**src/rtl/mem_access_pkg.sv**
```systemverilog
// Shared definitions for the memory access unit: handshake states,
// default abort limit and the opcode field position inside the instruction.
package mem_access_pkg;

    typedef enum logic [1:0] {
        IDLE = 2'd0,
        REQ  = 2'd1,
        DONE = 2'd2
    } AccessState;

    localparam int TIMEOUT_DEFAULT = 255;
    localparam int TIMER_W         = 8;

    localparam int OP_HI = 31;
    localparam int OP_LO = 26;

endpackage

```
**src/rtl/access_timer.sv**
```systemverilog
// Wait-cycle counter for an outstanding memory request; expired marks the
// cycle in which the request has been waiting TIMEOUT cycles.
module access_timer
    import mem_access_pkg::*;
#(
    parameter int TIMEOUT = TIMEOUT_DEFAULT
) (
    input  logic clk,
    input  logic rst_n,
    input  logic clear,
    input  logic enable,
    output logic expired
);

    logic [TIMER_W-1:0] count;

    // Clear wins over enable so a finished access always restarts from zero.
    always_ff @(posedge clk or negedge rst_n) begin
        if (!rst_n) begin
            count <= '0;
        end else if (clear) begin
            count <= '0;
        end else if (enable) begin
            count <= count + 1'b1;
        end
    end

    assign expired = (count == TIMER_W'(TIMEOUT));

endmodule

```
**src/rtl/mem_access_unit.sv**
```systemverilog
// Converts the controller's memory strobes into a req/ack transaction with a
// variable-latency memory, owns IR and MDR, and stalls the controller meanwhile.
module mem_access_unit
    import mem_access_pkg::*;
#(
    parameter int ADDR_W  = 32,
    parameter int DATA_W  = 32,
    parameter int TIMEOUT = TIMEOUT_DEFAULT
) (
    input  logic              clk,
    input  logic              rst_n,
    input  logic              mem_read,
    input  logic              mem_write,
    input  logic              ior_d,
    input  logic              ir_write,
    input  logic [ADDR_W-1:0] pc,
    input  logic [ADDR_W-1:0] alu_out,
    input  logic [DATA_W-1:0] wdata,
    output logic              mem_req,
    output logic              mem_we,
    output logic [ADDR_W-1:0] mem_addr,
    output logic [DATA_W-1:0] mem_wdata,
    input  logic              mem_ack,
    input  logic [DATA_W-1:0] mem_rdata,
    output logic [DATA_W-1:0] ir,
    output logic [DATA_W-1:0] mdr,
    output logic [5:0]        op,
    output logic              stall,
    output logic              bus_err
);

    AccessState state;
    AccessState nextState;

    logic acc;
    logic issue;
    logic ackSeen;
    logic timedOut;
    logic loadIr;
    logic expired;

    assign acc = mem_read | mem_write;

    always_ff @(posedge clk or negedge rst_n) begin
        if (!rst_n) begin
            state <= IDLE;
        end else begin
            state <= nextState;
        end
    end

    // DONE never looks at the strobes, so a request held by the controller
    // through its advance cycle is only reissued once we are back in IDLE.
    always_comb begin
        nextState = state;
        stall     = 1'b0;
        issue     = 1'b0;
        ackSeen   = 1'b0;
        timedOut  = 1'b0;
        case (state)
            IDLE: begin
                stall = acc;
                if (acc) begin
                    issue     = 1'b1;
                    nextState = REQ;
                end
            end
            REQ: begin
                stall = 1'b1;
                if (mem_ack) begin
                    ackSeen   = 1'b1;
                    nextState = DONE;
                end else if (expired) begin
                    timedOut  = 1'b1;
                    nextState = DONE;
                end
            end
            DONE: begin
                nextState = IDLE;
            end
            default: begin
                nextState = IDLE;
            end
        endcase
    end

    // The issue edge already counts as the first wait cycle, so the count
    // equals the REQ cycle number and expires in REQ cycle TIMEOUT.
    access_timer #(
        .TIMEOUT (TIMEOUT)
    ) waitTimer (
        .clk     (clk),
        .rst_n   (rst_n),
        .clear   (state == DONE),
        .enable  (issue | (state == REQ)),
        .expired (expired)
    );

    // Address, direction and store data are captured once at issue so the
    // controller may move pc/alu_out/wdata while the memory is busy.
    always_ff @(posedge clk or negedge rst_n) begin
        if (!rst_n) begin
            mem_req   <= 1'b0;
            mem_we    <= 1'b0;
            mem_addr  <= '0;
            mem_wdata <= '0;
            loadIr    <= 1'b0;
        end else if (issue) begin
            mem_req   <= 1'b1;
            mem_we    <= mem_write;
            mem_addr  <= ior_d ? alu_out : pc;
            mem_wdata <= wdata;
            loadIr    <= ir_write & ~mem_write;
        end else if (ackSeen || timedOut) begin
            mem_req   <= 1'b0;
        end
    end

    // A write that also carried MemRead never touches MDR or IR.
    always_ff @(posedge clk or negedge rst_n) begin
        if (!rst_n) begin
            mdr <= '0;
            ir  <= '0;
        end else if (ackSeen && !mem_we) begin
            mdr <= mem_rdata;
            if (loadIr) begin
                ir <= mem_rdata;
            end
        end
    end

    always_ff @(posedge clk or negedge rst_n) begin
        if (!rst_n) begin
            bus_err <= 1'b0;
        end else if (timedOut) begin
            bus_err <= 1'b1;
        end
    end

    assign op = ir[OP_HI:OP_LO];

endmodule

```
**config.mk**
```make
export PLATFORM = sky130hd
export DESIGN_NAME = mem_access_unit
export DESIGN_NICKNAME = d
export VERILOG_FILES = /design/src/rtl/mem_access_pkg.sv /design/src/rtl/access_timer.sv /design/src/rtl/mem_access_unit.sv
export SDC_FILE = /design/constraint.sdc
export NUM_CORES = 1
export LEC_CHECK = 0
export ABC_AREA = 0
export CAP_MARGIN = 20
export CORE_ASPECT_RATIO = 0.9
export CORE_UTILIZATION = 38
export DETAILED_ROUTE_END_ITERATION = 12
export PLACE_DENSITY = 0.77
export REMOVE_ABC_BUFFERS = 1
export SLEW_MARGIN = 40
export SYNTH_ARGS = -nofsm -noshare
export SYNTH_HDL_FRONTEND = slang
export SYNTH_SLANG_ARGS = --single-unit
```
**constraint.sdc**
```tcl
create_clock -name clk -period 1.65 [get_ports clk]
set_clock_uncertainty 0.1 [all_clocks]
set_input_delay 0.4125 -clock clk [delete_from_list [all_inputs] [get_ports clk]]
set_output_delay 0.4125 -clock clk [all_outputs]
set_load 0.005 [all_outputs]
```
==> impl_metrics.env, run 1 <==
export IMPL_io_pins=273
export IMPL_first_iter_violations=179
export IMPL_finalHoldViolations=0
export IMPL_max_freq_ghz=0.584
export IMPL_yosysTopAreaCell="dfrtp_1"
export IMPL_grt_pass1_vias=4833
export IMPL_synth_distinct_cells=35
export IMPL_power_frac_comb=0.445
export IMPL_tritoncts="built"
export IMPL_grt_busiest_layer="met2"
export IMPL_crit_fanout=6
export IMPL_power_density_nw_per_um2=1750
export IMPL_clk_latency_ns=0.42
export IMPL_via_count=4456
export IMPL_avgSynthCellArea_sq_um=15.8
export IMPL_grt_usage=0.209
export IMPL_p_switching_uw=5110
export IMPL_setup_violations=75
export IMPL_die_area_sq_um=16300
export IMPL_crit_path_start_kind="register"
export IMPL_antenna_left=0
export IMPL_clkSlewWorstSetupHoldPaths_ns=0.06
export IMPL_cp_top_family="buffers and inverters"
export IMPL_crit_required_ns=1.85
export IMPL_power_leakage_uw=0.00499
export IMPL_grt_use_met3=0.0647
export IMPL_ys_seq_elements=142
export IMPL_drc=0
export IMPL_syn_area_sq_um=6010
export IMPL_routed_wirelength_microns=17500
export IMPL_irDropWorstVdd_v=0.000941
export IMPL_clkSinkCount=142
export IMPL_ctsHtreeMaxLevel=4
export IMPL_cts_made_buffers=17
export IMPL_die_w_microns=135
export IMPL_relSlewSlack=0.726
export IMPL_p_sw_frac=0.279
export IMPL_grt_overflow=0
export IMPL_clock_path_buffers=2
export IMPL_n_antenna_cell=0
export IMPL_dieHeight_microns=121
export IMPL_seq_area_frac_synth=0.591
export IMPL_gr_usage_met2=0.379
export IMPL_worst_pin_slew_ns=0.408
export IMPL_critPathMaxStageDelay_ns=0.41
export IMPL_hold_class="in -> async"
export IMPL_period_share=1.04
export IMPL_grt_max_degree=38
export IMPL_crit_chain="buf_6, nor2_4, o21a_4, buf_12, buf_8, buf_16, mux2_4"
export IMPL_internal_power_uw=13200
export IMPL_cp_num_buf_inv=4
export IMPL_nNetsFinal=841
export IMPL_syn2layout_area_growth_pct=73.3
export IMPL_std_cell_rows=43
export IMPL_synth_cells=381
export IMPL_status="complete, but fails checks"
export IMPL_start_util=0.389
export IMPL_setup_tns_ns=-3.01
export IMPL_antenna_found_initial=0
export IMPL_hold_slack_ns=0.330
export IMPL_arrival_ns=1.91
export IMPL_maxCapViolCount=0
export IMPL_setup_ws_ns=-0.0636
export IMPL_synth_area_leaders="dfrtp_1 59%, mux2_2 23%, mux2_4 7.5%, buf_4 1.6%, buf_6 1.3%"
export IMPL_viasPerCell=4.84
export IMPL_path_class="reg -> reg"
export IMPL_core_area_sq_um=15400
export IMPL_use_met1=0.230
export IMPL_setup_worst_path_end_class="register"
export IMPL_ys_warn_count=0
export IMPL_routedWlPerCell_microns=19.0
export IMPL_clockRootBuffer="clkbuf_16"
export IMPL_dp_final_hpwl_microns=11200
export IMPL_synth_top_area_frac=0.591
export IMPL_cpMaxStageDelayCell="dfrtp_1"
export IMPL_rsz0062_at_grt="true"
export IMPL_drive_gt1_frac=0.364
export IMPL_io_buffers=272
export IMPL_fin_crit_ns=1.71
export IMPL_p_clk_frac=0.218
export IMPL_violations="setup timing"
export IMPL_slew_viol_final=0
export IMPL_p_seq_frac=0.336
export IMPL_grt_first_pass_wirelength_microns=25600
export IMPL_gp_congestion=0.782
export IMPL_drt_pass1_iter_count=4
## per-stage QoR
stage	utilization	instance area, sq um	instances	power, uW	setup slack, ns
after floorplan	-	5800	355	8780	-0.979
after CTS	0.655	10100	917	17600	-0.144
after global routing	0.674	10400	920	19200	-0.137
final	0.674	10400	920	18300	-0.0636
after detailed placement	0.587	9070	856	13500	-0.531
after global placement	0.587	9070	856	13200	-0.569
## power by group through the flow
stage                     combinational [uW]  sequential (uW)  clock (uW)
after floorplan                         2570             6210           0
after global placement                  7170             6060           0
after detailed placement                7290             6160           0
after CTS                               7450             6070        4050
after global routing                    8670             6350        4210
final                                   8140             6150        3990
## registers in the layout, indices dropped and copies added (netlist names)
name             cells
bus_err              1
ir                  32
loadIr               1
mdr                 32
mem_addr            32
mem_req              1
mem_wdata           32
mem_we               1
state                2
waitTimer.count      8
## worst paths after layout
kind,from,slack [ns],to,cells after the start
setup / recovery,state[0]$_DFFE_PN0P_,-0.06,mem_addr[12]$_DFFE_PN0P_,7
hold / removal,rst_n,0.33,mdr[14]$_DFFE_PN0P_,2
setup reg to reg,state[0]$_DFFE_PN0P_,-0.06,mem_addr[12]$_DFFE_PN0P_,7
hold reg to reg,bus_err$_DFFE_PN0P_,0.40,bus_err$_DFFE_PN0P_,1
max in group asynchronous,rst_n,0.60,ir[25]$_DFFE_PN0P_,3
min in group clk,bus_err$_DFFE_PN0P_,0.40,bus_err$_DFFE_PN0P_,1
## area by class of cell
class | instances | area [sq um]
Fill cell | 1082 | 5030
Sequential cell | 142 | 3550
Timing Repair Buffer | 331 | 3380
Multi-Input combinational cell | 211 | 2600
Clock buffer | 23 | 488
Tap cell | 202 | 253
Clock inverter | 9 | 133
Inverter | 2 | 7.51
## layer usage
layer,vias up,wire [microns]
met3,19,1210
met4,0,251
li1,2007,-
met1,2247,7060
met5,-,0
met2,183,8990
## cells in the mapped netlist
cell	n
a21oi_1	5
a22o_1	1
a2bb2oi_1	1
a31o_2	1
and2_1	1
and4bb_1	1
buf_1	1
buf_2	4
buf_4	13
buf_6	7
clkbuf_1	1
dfrtp_1	142
ha_1	1
inv_1	2
mux2_1	5
mux2_2	125
mux2_4	30
mux2i_1	3
nand2_1	7
nand2_4	1
nand2b_1	1
nand3_1	1
nand4_1	1
nand4b_1	3
nor2_1	3
nor2b_1	2
nor3_1	3
nor3b_1	1
o21a_2	1
o21ai_0	6
o21bai_1	1
o31ai_1	1
or3_1	3
or3b_2	1
or4_1	1
## placed cells by master (no fill, tap or decap), drive strengths merged, types with 2 or more instances in the layout
cell / netlist / layout
a21oi: 5 / 5
buf: 25 / 59
bufinv: 0 / 3
clkbuf: 1 / 29
clkdlybuf4s50: 0 / 131
clkinv: 0 / 4
clkinvlp: 0 / 2
dfrtp: 142 / 142
dlygate4sd2: 0 / 134
inv: 2 / 2
mux2: 160 / 160
mux2i: 3 / 3
nand2: 8 / 8
nand4b: 3 / 3
nor2: 3 / 3
nor2b: 2 / 2
nor3: 3 / 3
o21ai: 6 / 6
or3: 3 / 3
## cell families (layout without fill, tap and decap cells)
logic type,count (synthesis),after routing,synth area share
fa+ha+maj,1,1,0.00208
buf+inv,28,365,0.0352
simple gates,30,30,0.0302
compound gates,17,17,0.0175
mux,163,163,0.324
flops,142,142,0.591
## repair_timing
action / 4_1_cts / 5_1_grt
hold buffers: 1 / 0
hold endpoints to repair: 23 / 0
buffers inserted: 20 / 3
cloned: 8 / 2
endpoints found under the setup margin: 233 / 136
resized for setup: 207 / 83
pin swaps: 2 / 1
No activity file was read; power rests on OpenSTA's default activity.
==> inputs of run 2 (changes only) <==
ABC_AREA = default   (was 0)
==> results of run 2 <==
The final DEF is identical to that of run 1; final timing and power are the same.
==> inputs of run 3 (changes only) <==
CTS_CLUSTER_SIZE = 24   (was default)
GPL_TIMING_DRIVEN = 0   (was default)
==> run 3 against run 2 <==
Clock power up 10%. Routed wire length up 2.3%. Sequential share of layout area up 0.34 points. Critical path depth down 2. First-iteration DRC count up 14%. Design area down 0.95%. The run still ends with setup timing left. Sequential power about the same. Global-route usage up 0.94 points. Sequential cell count unchanged. Via count up 0.61%. Power up 2.5%.
==> impl_metrics.env, run 3 (synthesis results as in run 1) <==
export IMPL_status="complete, but fails checks"
export IMPL_violations="setup timing"
export IMPL_std_cell_rows=43
export IMPL_reg2reg_from="state[0]$_DFFE_PN0P_"
export IMPL_crit_required_ns=1.84
export IMPL_grt_pass1_vias=4844
export IMPL_drt_pass1_iter_count=4
export IMPL_utilization=0.668
export IMPL_io_buffers=272
export IMPL_crit_fanout=8
export IMPL_setup_violations=96
export IMPL_path_class="reg -> reg"
export IMPL_p_clk_frac=0.235
export IMPL_p_switching_uw=5290
export IMPL_arrival_ns=1.97
export IMPL_maxCapViolCount=0
export IMPL_worstHoldPathCells=1
export IMPL_r2r_cells=5
export IMPL_clock_path_buffers=2
export IMPL_highest_layer="met4"
export IMPL_nNetsFinal=835
export IMPL_dieHeight_microns=121
export IMPL_fin_crit_ns=1.78
export IMPL_dp_final_hpwl_microns=10700
export IMPL_setup_ws_ns=-0.126
export IMPL_setup_worst_path_end_class="register"
export IMPL_worst_pin_slew_ns=0.734
export IMPL_stdcell_area_sq_um=10300
export IMPL_power_leakage_uw=0.00486
export IMPL_grt_usage=0.219
export IMPL_viasPerCell=4.90
export IMPL_ctsHtreeMaxLevel=4
export IMPL_core_area_sq_um=15400
export IMPL_hp_start="waitTimer.count[6]$_DFFE_PN0P_"
export IMPL_hold_class="reg -> reg"
export IMPL_grt_overflow=0
export IMPL_wl_met2_microns=9170
export IMPL_power_frac_comb=0.436
export IMPL_clkSinkCount=142
export IMPL_first_iter_violations=204
export IMPL_start_util=0.389
export IMPL_routedWlPerCell_microns=19.6
export IMPL_grt_first_pass_wirelength_microns=26600
export IMPL_period_share=1.08
export IMPL_layout_commonest_cell="dfrtp_1"
export IMPL_clkSlewWorstSetupHoldPaths_ns=0.06
export IMPL_irDropWorstVdd_v=0.00114
export IMPL_via_count=4483
export IMPL_antenna_found_initial=0
export IMPL_cts_made_buffers=17
export IMPL_p_seq_frac=0.329
export IMPL_p_sw_frac=0.282
export IMPL_r2r_setup_slack_ns=-0.13
export IMPL_tritoncts="built"
export IMPL_grt_max_degree=79
export IMPL_wl_met3_microns=1350
export IMPL_die_area_sq_um=16300
export IMPL_antenna_left=0
export IMPL_min_to="waitTimer.count[6]$_DFFE_PN0P_"
export IMPL_max_freq_ghz=0.563
export IMPL_crit_path_start_kind="register"
export IMPL_fill_cells=1102
export IMPL_clockRootBuffer="clkbuf_16"
export IMPL_routed_wirelength_microns=17900
export IMPL_dpl_cell_area_sq_um=8860
export IMPL_relSlewSlack=0.511
export IMPL_internal_power_uw=13400
export IMPL_critPathLaunch="state[0]$_DFFE_PN0P_"
export IMPL_clk_latency_ns=0.41
export IMPL_reg2reg_to="ir[20]$_DFFE_PN0P_"
export IMPL_n_antenna_cell=0
export IMPL_gp_congestion=0.737
export IMPL_syn2layout_area_growth_pct=71.7
export IMPL_wl_met1_microns=7100
export IMPL_io_pins=273
export IMPL_finalHoldViolations=0
export IMPL_drive_gt1_frac=0.365
export IMPL_drc=0
export IMPL_slew_viol_final=0
export IMPL_final_cell_mix="140 x dfrtp_1, 133 x dlygate4sd2_1, 130 x clkdlybuf4s50_1"
export IMPL_power_density_nw_per_um2=1820
export IMPL_rsz0062_at_grt="true"
export IMPL_die_w_microns=135
run 3: timing repair:
action / in CTS / in global routing
gates resized for setup: 231 / 30
cloned: 11 / 3
setup endpoints to repair: 267 / 134
hold endpoints to repair: 64 / 0
hold buffers: 1 / 0
buffers inserted: 33 / 3
pin swaps: 4 / 4
run 3: area by class of cell:
class / instances / area (sq um) / area share
inverter: 2 / 7.51 / 0.000728
clock buffer: 18 / 439 / 0.0426
timing repair buffer: 320 / 3170 / 0.307
multi-input combinational: 216 / 2650 / 0.257
clock inverter: 14 / 238 / 0.0230
sequential: 142 / 3560 / 0.345
tap: 202 / 253 / 0.0245
run 3: power by group through the flow:
| stage | clock network (uW) | logic [uW] | registers [uW] |
|---|---|---|---|
| detailed placement | 0 | 7090 | 6190 |
| global placement | 0 | 6900 | 6070 |
| global route | 4630 | 8700 | 6380 |
| CTS | 4470 | 7850 | 6130 |
| floorplan | 0 | 2570 | 6210 |
| finish | 4400 | 8170 | 6170 |
run 3: routing by layer:
layer  vias up  track usage
li1       2001            -
met1      2264        0.247
met2       192        0.389
met3        26       0.0673
met4         0       0.0765
met5         -            0
run 3: worst max-delay path by stage:
stage               slack [ns]                       to  depth (start not counted)
floorplan                -0.98       ir[10]$_DFFE_PN0P_                          3
global placement         -5.39  mem_addr[7]$_DFFE_PN0P_                          1
detailed placement       -0.97                    stall                          4
CTS                      -0.15                    stall                          3
global route             -0.14       ir[30]$_DFFE_PN0P_                          4
finish                   -0.13       ir[20]$_DFFE_PN0P_                          5
run 3: per-stage QoR:
stage          instances  TNS, ns  setup WS [ns]  total power (uW)  hold slack, ns
6_report             914    -7.24         -0.126             18700           0.391
5_1_grt              914   -10.45         -0.144             19700           0.409
3_5_place_dp         832   -76.65         -0.969             13300           0.284
4_1_cts              909    -6.42         -0.147             18500           0.392
3_3_place_gp         829  -954.36          -5.39             13000           0.353
2_1_floorplan        355   -83.48         -0.979              8780          0.0169
run 3: worst max-delay path: stages, from the launching register on:
cell and delay (ns):
dfrtp_2 0.41, buf_6 0.14, and4bb_4 0.35, buf_12 0.18, nand2_8 0.11, mux2_4 0.35
